File: src/rtl/fetch_if_id_stage.sv
// RV32I fetch stage: PC register, imem address, IF/ID register.
// Handles stall, decode flush and EX redirect.

package fetch_pkg;

  typedef struct packed {
    logic [31:0] instr;
    logic [31:0] pc;
    logic [31:0] pc_plus4;
    logic        valid;
  } if_id_t;

endpackage

module fetch_if_id_stage
  import fetch_pkg::*;
#(
  parameter logic [31:0] RESET_PC  = 32'h0000_0000,
  parameter logic [31:0] NOP_INSTR = 32'h0000_0013
) (
  input  logic        clk,
  input  logic        rst,
  input  logic        StallF,
  input  logic        StallD,
  input  logic        FlushD,
  input  logic        PCSrcE,
  input  logic [31:0] PCTargetE,
  input  logic [31:0] ImemRdata,
  output logic [31:0] PCF,
  output logic [31:0] InstrD,
  output logic [31:0] PCD,
  output logic [31:0] PCPlus4D,
  output logic        ValidD,
  output logic [31:0] FetchCount
);

  localparam if_id_t BUBBLE = '{
    instr:    NOP_INSTR,
    pc:       32'h0,
    pc_plus4: 32'h0,
    valid:    1'b0
  };

  logic [31:0] pc_q;
  logic [31:0] pc_d;
  logic [31:0] pc_plus4_f;
  logic [31:0] target_f;

  if_id_t if_id_q;
  if_id_t if_id_d;
  if_id_t fetched;

  logic        kill_d;
  logic        load_d;
  logic [31:0] count_q;

  assign pc_plus4_f = pc_q + 32'd4;
  assign target_f   = {PCTargetE[31:2], 2'b00};

  assign kill_d = PCSrcE | FlushD;
  assign load_d = ~kill_d & ~StallD;

  assign fetched = '{
    instr:    ImemRdata,
    pc:       pc_q,
    pc_plus4: pc_plus4_f,
    valid:    1'b1
  };

  // Next PC: redirect beats stall beats sequential.
  always_comb begin
    pc_d = pc_plus4_f;
    priority case (1'b1)
      PCSrcE:  pc_d = target_f;
      StallF:  pc_d = pc_q;
      default: pc_d = pc_plus4_f;
    endcase
  end

  // Next IF/ID: kill beats stall beats load.
  always_comb begin
    if_id_d = fetched;
    priority case (1'b1)
      kill_d:  if_id_d = BUBBLE;
      StallD:  if_id_d = if_id_q;
      default: if_id_d = fetched;
    endcase
  end

  // PC register.
  always_ff @(posedge clk) begin
    if (rst) pc_q <= RESET_PC;
    else     pc_q <= pc_d;
  end

  // IF/ID pipeline register.
  always_ff @(posedge clk) begin
    if (rst) if_id_q <= BUBBLE;
    else     if_id_q <= if_id_d;
  end

  // Count words actually latched from imem.
  always_ff @(posedge clk) begin
    if (rst)         count_q <= 32'h0;
    else if (load_d) count_q <= count_q + 32'd1;
  end

  assign PCF        = pc_q;
  assign InstrD     = if_id_q.instr;
  assign PCD        = if_id_q.pc;
  assign PCPlus4D   = if_id_q.pc_plus4;
  assign ValidD     = if_id_q.valid;
  assign FetchCount = count_q;

endmodule

File: config.mk
export PLATFORM = sky130hd
export DESIGN_NAME = fetch_if_id_stage
export DESIGN_NICKNAME = d
export VERILOG_FILES = /design/src/rtl/fetch_if_id_stage.sv
export SDC_FILE = /design/constraint.sdc
export NUM_CORES = 1
export LEC_CHECK = 0
export CAP_MARGIN = 10
export CORE_ASPECT_RATIO = 2
export CORE_MARGIN = 8
export CORE_UTILIZATION = 35
export CTS_BUF_LIST = sky130_fd_sc_hd__clkbuf_4 sky130_fd_sc_hd__clkbuf_8 sky130_fd_sc_hd__clkbuf_16
export DETAILED_ROUTE_END_ITERATION = 8
export PLACE_DENSITY = 0.61
export SETUP_SLACK_MARGIN = 0.1
export SLEW_MARGIN = 10
export SYNTH_ARGS = -nofsm -noshare
export SYNTH_HDL_FRONTEND = slang
export SYNTH_SLANG_ARGS = --single-unit
File: constraint.sdc
create_clock -name clk -period 2.6 [get_ports clk]
set_clock_uncertainty 0.1 [all_clocks]
set_input_delay 0.26 -clock clk [delete_from_list [all_inputs] [get_ports clk]]
set_output_delay 0.26 -clock clk [all_outputs]
set_load 0.05 [all_outputs]
; ---- After elaboration in Yosys (flattened, before gate mapping)
; Cells that the tools add are included.
[word_totals]
ff_bits = 161
latchBits = 0
mem_bits_rw = 0
romBits = 0
in_bits = 70
output_inout_bits = 161
n_memories = 0
[op_classes]
add_sub_neg = 2
n_mul = 0
n_div = 0
magnitude_cmp = 0
n_eq_ne = 1
shifts = 0
muxes = 2
bitwise = 4
reduce_logical = 2
[ops]
columns = operator, count
row1 = $mux 32, 2
row2 = $add 32x1->32 const B, 1
row3 = $add 32x3->32 const B, 1
row4 = $reduce_or 2->1, 2
row5 = $ne 2x1->1 const B, 1
row6 = $not 1->1, 2
row7 = $and 1x1->1, 1
row8 = $or 1x1->1, 1

; ---- Longest topological paths before layout
; Gate-level depths: netlist (run 1).
[logic_depth]
ltp_word = 3
depth_mapped = 7

; ---- Least setup slack after synthesis (run 1)
; OpenSTA, ideal clock, no wires.
[synth_timing]
kind = register to register
start = register pc_q[2], in the netlist PCF[2]
end = register pc_q[20], in the netlist PCF[20]
setup_time_ns = 0.132
t_arrival_ns = 2.169
required_ns = 2.368
slack_ns = 0.199
path_stages_with_launch = 8
path_buffers = 1
synth_period_minus_slack_ns = 2.401
path_cell_list = dfxtp_1 ha_1 nand4_1 or4_1 buf_2 o21a_1 nor3_1 nor3_1
[synth_via]
elab_chain_cells = 3
[synth_rtl]
columns = item, line
row1 = "start, declared", 44  ; logic [31:0] pc_q;
row2 = "start signal, assigned", 93  ; else pc_q <= pc_d;
row3 = $add 32x3->32, 57  ; assign pc_plus4_f = pc_q + 32'd4;
row4 = $mux 32 (2 in series), 73  ; priority case (1'b1)
; No other way between the ends. The select of a mux whose other input is x is not followed.
; A chain may end at the register's enable or synchronous reset.

; ---- Worst setup path in the final report (run 1)
[layout_timing]
start = register pc_q[11], in the netlist PCF[11]
end = output port PCF[11]
[layout_lines]
columns = item, line
row1 = "end, declared", 29  ; output logic [31:0] PCF,
; No word-level cell between the ends.

==> results.cfg, run 1 <==
[drt]
antenna_left = 0
wl_per_cell_um = 17.5
drt_first_pass_iters = 4
drt_iter0_markers = 181
via_count = 6032
drc = 0
viasPerCell = 4.77
totalWireLength_mm = 22.2

[critical_path]
crit_fanout = 9
max_stage_delay_ns = 0.89
critical_path_buf_inv_count = 1
cpMaxStageDelayCell = clkdlybuf4s50_1
cp.arrival_ns = 1.87
ff2ff_setup_slack_ns = 0.45
start_kind = flip-flop
required_ns = 2.24
worst_setup_path_end_kind = primary output
cp_top_family = buffers and inverters
critical_path_class = flip-flop to primary output
path_cells = clkdlybuf4s50_1

[clock_network]
cts_setup_buffers = 0
cts_buffers = 17
cts_sinks = 155
postCtsResizedCells = 0
clock_latency_ns = 0.42
clk_path_buf_depth = 2
clockRootBuffer = clkbuf_16
clk_pin_slew_ns = 0.06
ctsHoldBuffers = 0
htree_num_levels = 4
cts_tree = yes

[sta]
setup_tns_ns = 0
worstMarginPinSlew_ns = 0.624
relSlewSlack_pct = 58.1
timing.final.hold_violations = 0
period_minus_slack_ns = 2.23
setup_violations = 0
clock.fmax_mhz = 448
timing.final.crit_share_pct = 85.8
finalMaxSlewViolations = 0
rsz0062_at_grt = false

[synthesis]
synthDistinctLibCells = 37
ys_seq_elements = 155
syn_area_sq_um = 6860
yosysWarnings = 0
async_flop_share_pct = 0
synthTopCellsByArea = dfxtp_1 45%, mux2i_1 10%, xnor2_1 6.6%, nor2_1 6.4%, a21oi_1 3.9%
synth_flop_cell = dfxtp_1
synth-seq-area-share_pct = 45.2
netlist_instances = 776
netlist.top_cell.by_area = dfxtp_1
synth_commonest_cells = 155 x dfxtp_1, 117 x nor2_1, 71 x mux2i_1
yosysMostFrequentCell = dfxtp_1
avgSynthCellArea_sq_um = 8.84
synth-edff-count = 0
synth_top_area_share_pct = 45.2

[global_routing]
grt-ovfl-total = 0
grt_use_total_pct = 17.8
gr-max-usage-layer = met2
grt.met1_usage_pct = 16.7
grt_max_degree = 75
grt_pass1_wl_mm = 33.9
use_met2_pct = 34.9
grt.met3_usage_pct = 4.37
first_global_vias = 6032
antenna_found_initial = 1

[floorplan]
die_x_um = 115
dieHeight_um = 214
rows = 72
pin_count = 231
core_sq_um = 19300
initial_core_util_pct = 35.6
dieArea_sq_um = 24600

[power]
power_density_nw_per_um2 = 570
p_leak_nw = 3.69
vdd_ir_drop_max_uv = 394
power_w = 0.00569

[layout]
area_growth_pct = 45.4
drive_gt1_share_pct = 7.97
num-nets-final = 1064
stdcell_count = 1264
utilization_pct = 51.8

[placement]
dpl.hpwl_mm = 16.5
placed_cells = 1232
io_buffers = 222
place.gp.congestion = 0.756

[outcome]
status = complete, no violations

[worst_hold_path]
hp-class = input pin to flip-flop

[job]
max_cap_violations = 0
layout make-up:
type	count	area (sq um)
clock inverter	11	124
timing repair buffer	258	2490
antenna	1	2.50
multi-input combinational	536	3400
sequential	155	3100
inverter	24	90.1
fill	1877	9300
clock buffer	20	448
tap	259	324
registers in the layout, summed over array words and instances (netlist names):
| name | flops |
|---|---|
| ValidD | 1 |
| PCF | 30 |
| InstrD | 32 |
| FetchCount | 32 |
| PCPlus4D | 30 |
| PCD | 30 |
cells by family after synthesis:
logic type	after synthesis	share of synthesized area, %
buffers and inverters	90	5.65
other	1	0.0546
XOR/XNOR	80	10.2
AO/OA/AOI/OAI	100	7.95
adder cells (fa/ha/maj)	2	0.365
flip-flops	155	45.2
multiplexers	71	10.4
AND/OR/NAND/NOR	277	20.2
cells in the final DEF (no fill, tap or decap), types with 24 or more instances in the layout:
cell type	count
dfxtp_1	155
xnor2_1	52
nor3_1	25
nand3_1	26
inv_1	24
nor2_1	117
clkdlybuf4s50_1	219
o21ai_0	29
nand2_1	31
a21oi_1	53
mux2i_1	71
xor2_1	28
buf_4	36
power by group:
| group | total, W | switching, W | internal, W |
|---|---|---|---|
| Sequential | 0.00249 | 0.0000625 | 0.00243 |
| Clock | 0.00243 | 0.000999 | 0.00144 |
| Combinational | 0.000759 | 0.000447 | 0.000312 |
metrics by stage:
stage	worst slack [ns]	instance area, sq um	hold WS [ns]
finish	0.369	9980	0.145
global route	0.270	9980	0.141
CTS	0.342	9980	0.109
detailed placement	0.307	9410	0.340
global placement	0.326	9410	0.333
floorplan	0.199	6880	0.285
path summary, 6_finish.rpt:
path                                      startpoint                   end  cells past startpoint
worst min-delay path                             rst  PCF[18]$_SDFFE_PP0P_                      2
worst max register to register   PCF[2]$_SDFFE_PP0P_  PCF[20]$_SDFFE_PP0P_                      6
worst min register to register   ValidD$_SDFFE_PP0N_   ValidD$_SDFFE_PP0N_                      2
worst max-delay path            PCF[11]$_SDFFE_PP0P_               PCF[11]                      1
layer usage:
| metal | vias up | part of all wire (%) | wire length [um] |
|---|---|---|---|
| met3 | 17 | 5.3 | 1180 |
| met5 | - | 0 | 0 |
| met2 | 155 | 56 | 12400 |
| li1 | 3052 | - | - |
| met1 | 2808 | 37 | 8120 |
| met4 | 0 | 2.1 | 474 |
(Power assumes the default switching activity.)
==> run 2: changes to the inputs <==
--- a/config.mk
+++ b/config.mk
@@ -12,8 +12,9 @@
 export CTS_BUF_LIST = sky130_fd_sc_hd__clkbuf_4 sky130_fd_sc_hd__clkbuf_8 sky130_fd_sc_hd__clkbuf_16
 export DETAILED_ROUTE_END_ITERATION = 8
 export PLACE_DENSITY = 0.61
+export RECOVER_POWER = 50
 export SETUP_SLACK_MARGIN = 0.1
-export SLEW_MARGIN = 10
+export SLEW_MARGIN = 20
 export SYNTH_ARGS = -nofsm -noshare
 export SYNTH_HDL_FRONTEND = slang
 export SYNTH_SLANG_ARGS = --single-unit
==> run 2 against run 1 <==
- critical path depth rose by 5
- count of clock-buffer cells in the layout did not move
- highest routed layer unchanged
- non-clock buffer count did not move
- combinational power fell by 1%
- wire length fell by 0.17%
- critical path type is now input pin to flip-flop
- core utilization fell by 0.27 points
- via count rose by 0.18%
- die area did not move
==> results.cfg, run 2 (synthesis gave the netlist of run 1 again) <==
[clock_network]
clk_pin_slew_ns = 0.06
cts_tree = yes
cts_buffers = 17
cts_sinks = 155
cts_setup_buffers = 0
clockRootBuffer = clkbuf_16
clock_latency_ns = 0.42
clk_path_buf_depth = 2
postCtsResizedCells = 0
htree_num_levels = 4
ctsHoldBuffers = 0

[critical_path]
required_ns = 2.85
start_kind = input pin
cpMaxStageDelayCell = nor3_1
cp_top_family = simple AND/OR/NAND/NOR gates
crit_fanout = 10
max_stage_delay_ns = 0.60
r2r_start = PCF[14]$_SDFFE_PP0P_
cp.arrival_ns = 2.51
path_cells = clkdlybuf4s50_1, nor3_1, nand4_2, clkbuf_2, or3_1, a21oi_1
worst_setup_path_end_kind = flip-flop
critical_path_buf_inv_count = 2
crit_start = FlushD
critical_path_class = input pin to flip-flop

[placement]
io_buffers = 222
place.gp.congestion = 0.756
dpl.hpwl_mm = 16.5

[drt]
viasPerCell = 4.78
antenna_left = 0
drt_first_pass_iters = 4
drc = 0
drt_iter0_markers = 174
via_count = 6043
wl_per_cell_um = 17.5
totalWireLength_mm = 22.1

[worst_hold_path]
hp-start = rst
hp-class = input pin to flip-flop

[sta]
finalMaxSlewViolations = 0
rsz0062_at_grt = false
setup_violations = 0
setup_tns_ns = 0
period_minus_slack_ns = 2.26
timing.final.crit_share_pct = 87.0
whs_ns = 0.143
worstMarginPinSlew_ns = 1.49
timing.final.hold_violations = 0
clock.fmax_mhz = 442
relSlewSlack_pct = 0.886

[floorplan]
dieArea_sq_um = 24600
die_x_um = 115
rows = 72
dieHeight_um = 214
pin_count = 231
core_sq_um = 19300
initial_core_util_pct = 35.6

[global_routing]
grt-ovfl-total = 0
grt_max_degree = 75
first_global_vias = 6032
antenna_found_initial = 1
grt_pass1_wl_mm = 33.9
grt_use_total_pct = 17.8

[layout]
drive_gt1_share_pct = 6.97
area_growth_pct = 44.7
multi_input_area_sq_um = 3370
num-nets-final = 1064
final_common_cell = clkdlybuf4s50_1
n_fill_cell = 1888
final_cell_mix = 164 x clkdlybuf4s50_1, 155 x dfxtp_1, 117 x nor2_1
regArea_sq_um = 3100

[job]
max_cap_violations = 0

[power]
power_density_nw_per_um2 = 571
vdd_ir_drop_max_uv = 392
p_leak_nw = 3.82
power_w = 0.00567

[outcome]
status = complete, no violations
[run 2: cell count changes in the layout (fill, tap and decap cells not counted), sizes merged]
cell,previous run,this run
clkdlybuf4s50,219,164
dlygate4sd3,0,55
buf,39,30
clkbuf,20,29
[run 2: layout make-up]
class | count | area share, %
Multi-Input combinational cell | 536 | 34.0
Clock inverter | 11 | 1.25
Clock buffer | 20 | 4.51
Inverter | 24 | 0.907
Timing Repair Buffer | 258 | 24.8
Tap cell | 259 | 3.26
Sequential cell | 155 | 31.3
Antenna cell | 1 | 0.0252
[run 2: per-stage QoR]
step                      std cells  utilization, %  instance area, sq um  setup WS, ns
after floorplan                 781               -                  6880         0.199
after global placement         1232            48.8                  9410         0.326
after detailed placement       1232            48.8                  9410         0.307
after CTS                      1263            51.8                  9980         0.342
after global routing           1264            51.5                  9930         0.173
final                          1264            51.5                  9930         0.338
[run 2: power by group]
group / internal, W / total (W) / leakage, nW / switching [W]
sequential: 0.00243 / 0.00249 / 1.26 / 0.0000609
clock: 0.00144 / 0.00243 / 0.264 / 0.000999
combinational: 0.000303 / 0.000749 / 2.30 / 0.000446
[run 2: worst paths after layout]
path / to / slack, ns / cells past startpoint
min reg2reg: ValidD$_SDFFE_PP0N_ / 0.34 / 2
max: FetchCount[11]$_SDFFE_PP0P_ / 0.34 / 6
min: PCF[18]$_SDFFE_PP0P_ / 0.14 / 2
max reg2reg: PCPlus4D[25]$_SDFFE_PP0N_ / 0.35 / 5
[run 2: layer usage]
metal | vias to the layer above | GRT usage (%) | routed length (um)
met5 | - | 0 | 0
met2 | 156 | 34.9 | 12400
met3 | 19 | 4.37 | 1210
li1 | 3057 | - | -
met1 | 2811 | 16.7 | 8050
met4 | 0 | 7.10 | 489
[run 2: worst reg2reg max path, cell delays in order, from the launching register on]
cell and delay (ns):
dfxtp_1 0.49, nand4_1 0.38, nor3_1 0.63, and4bb_2 0.33, xnor2_1 0.11, a21oi_1 0.08
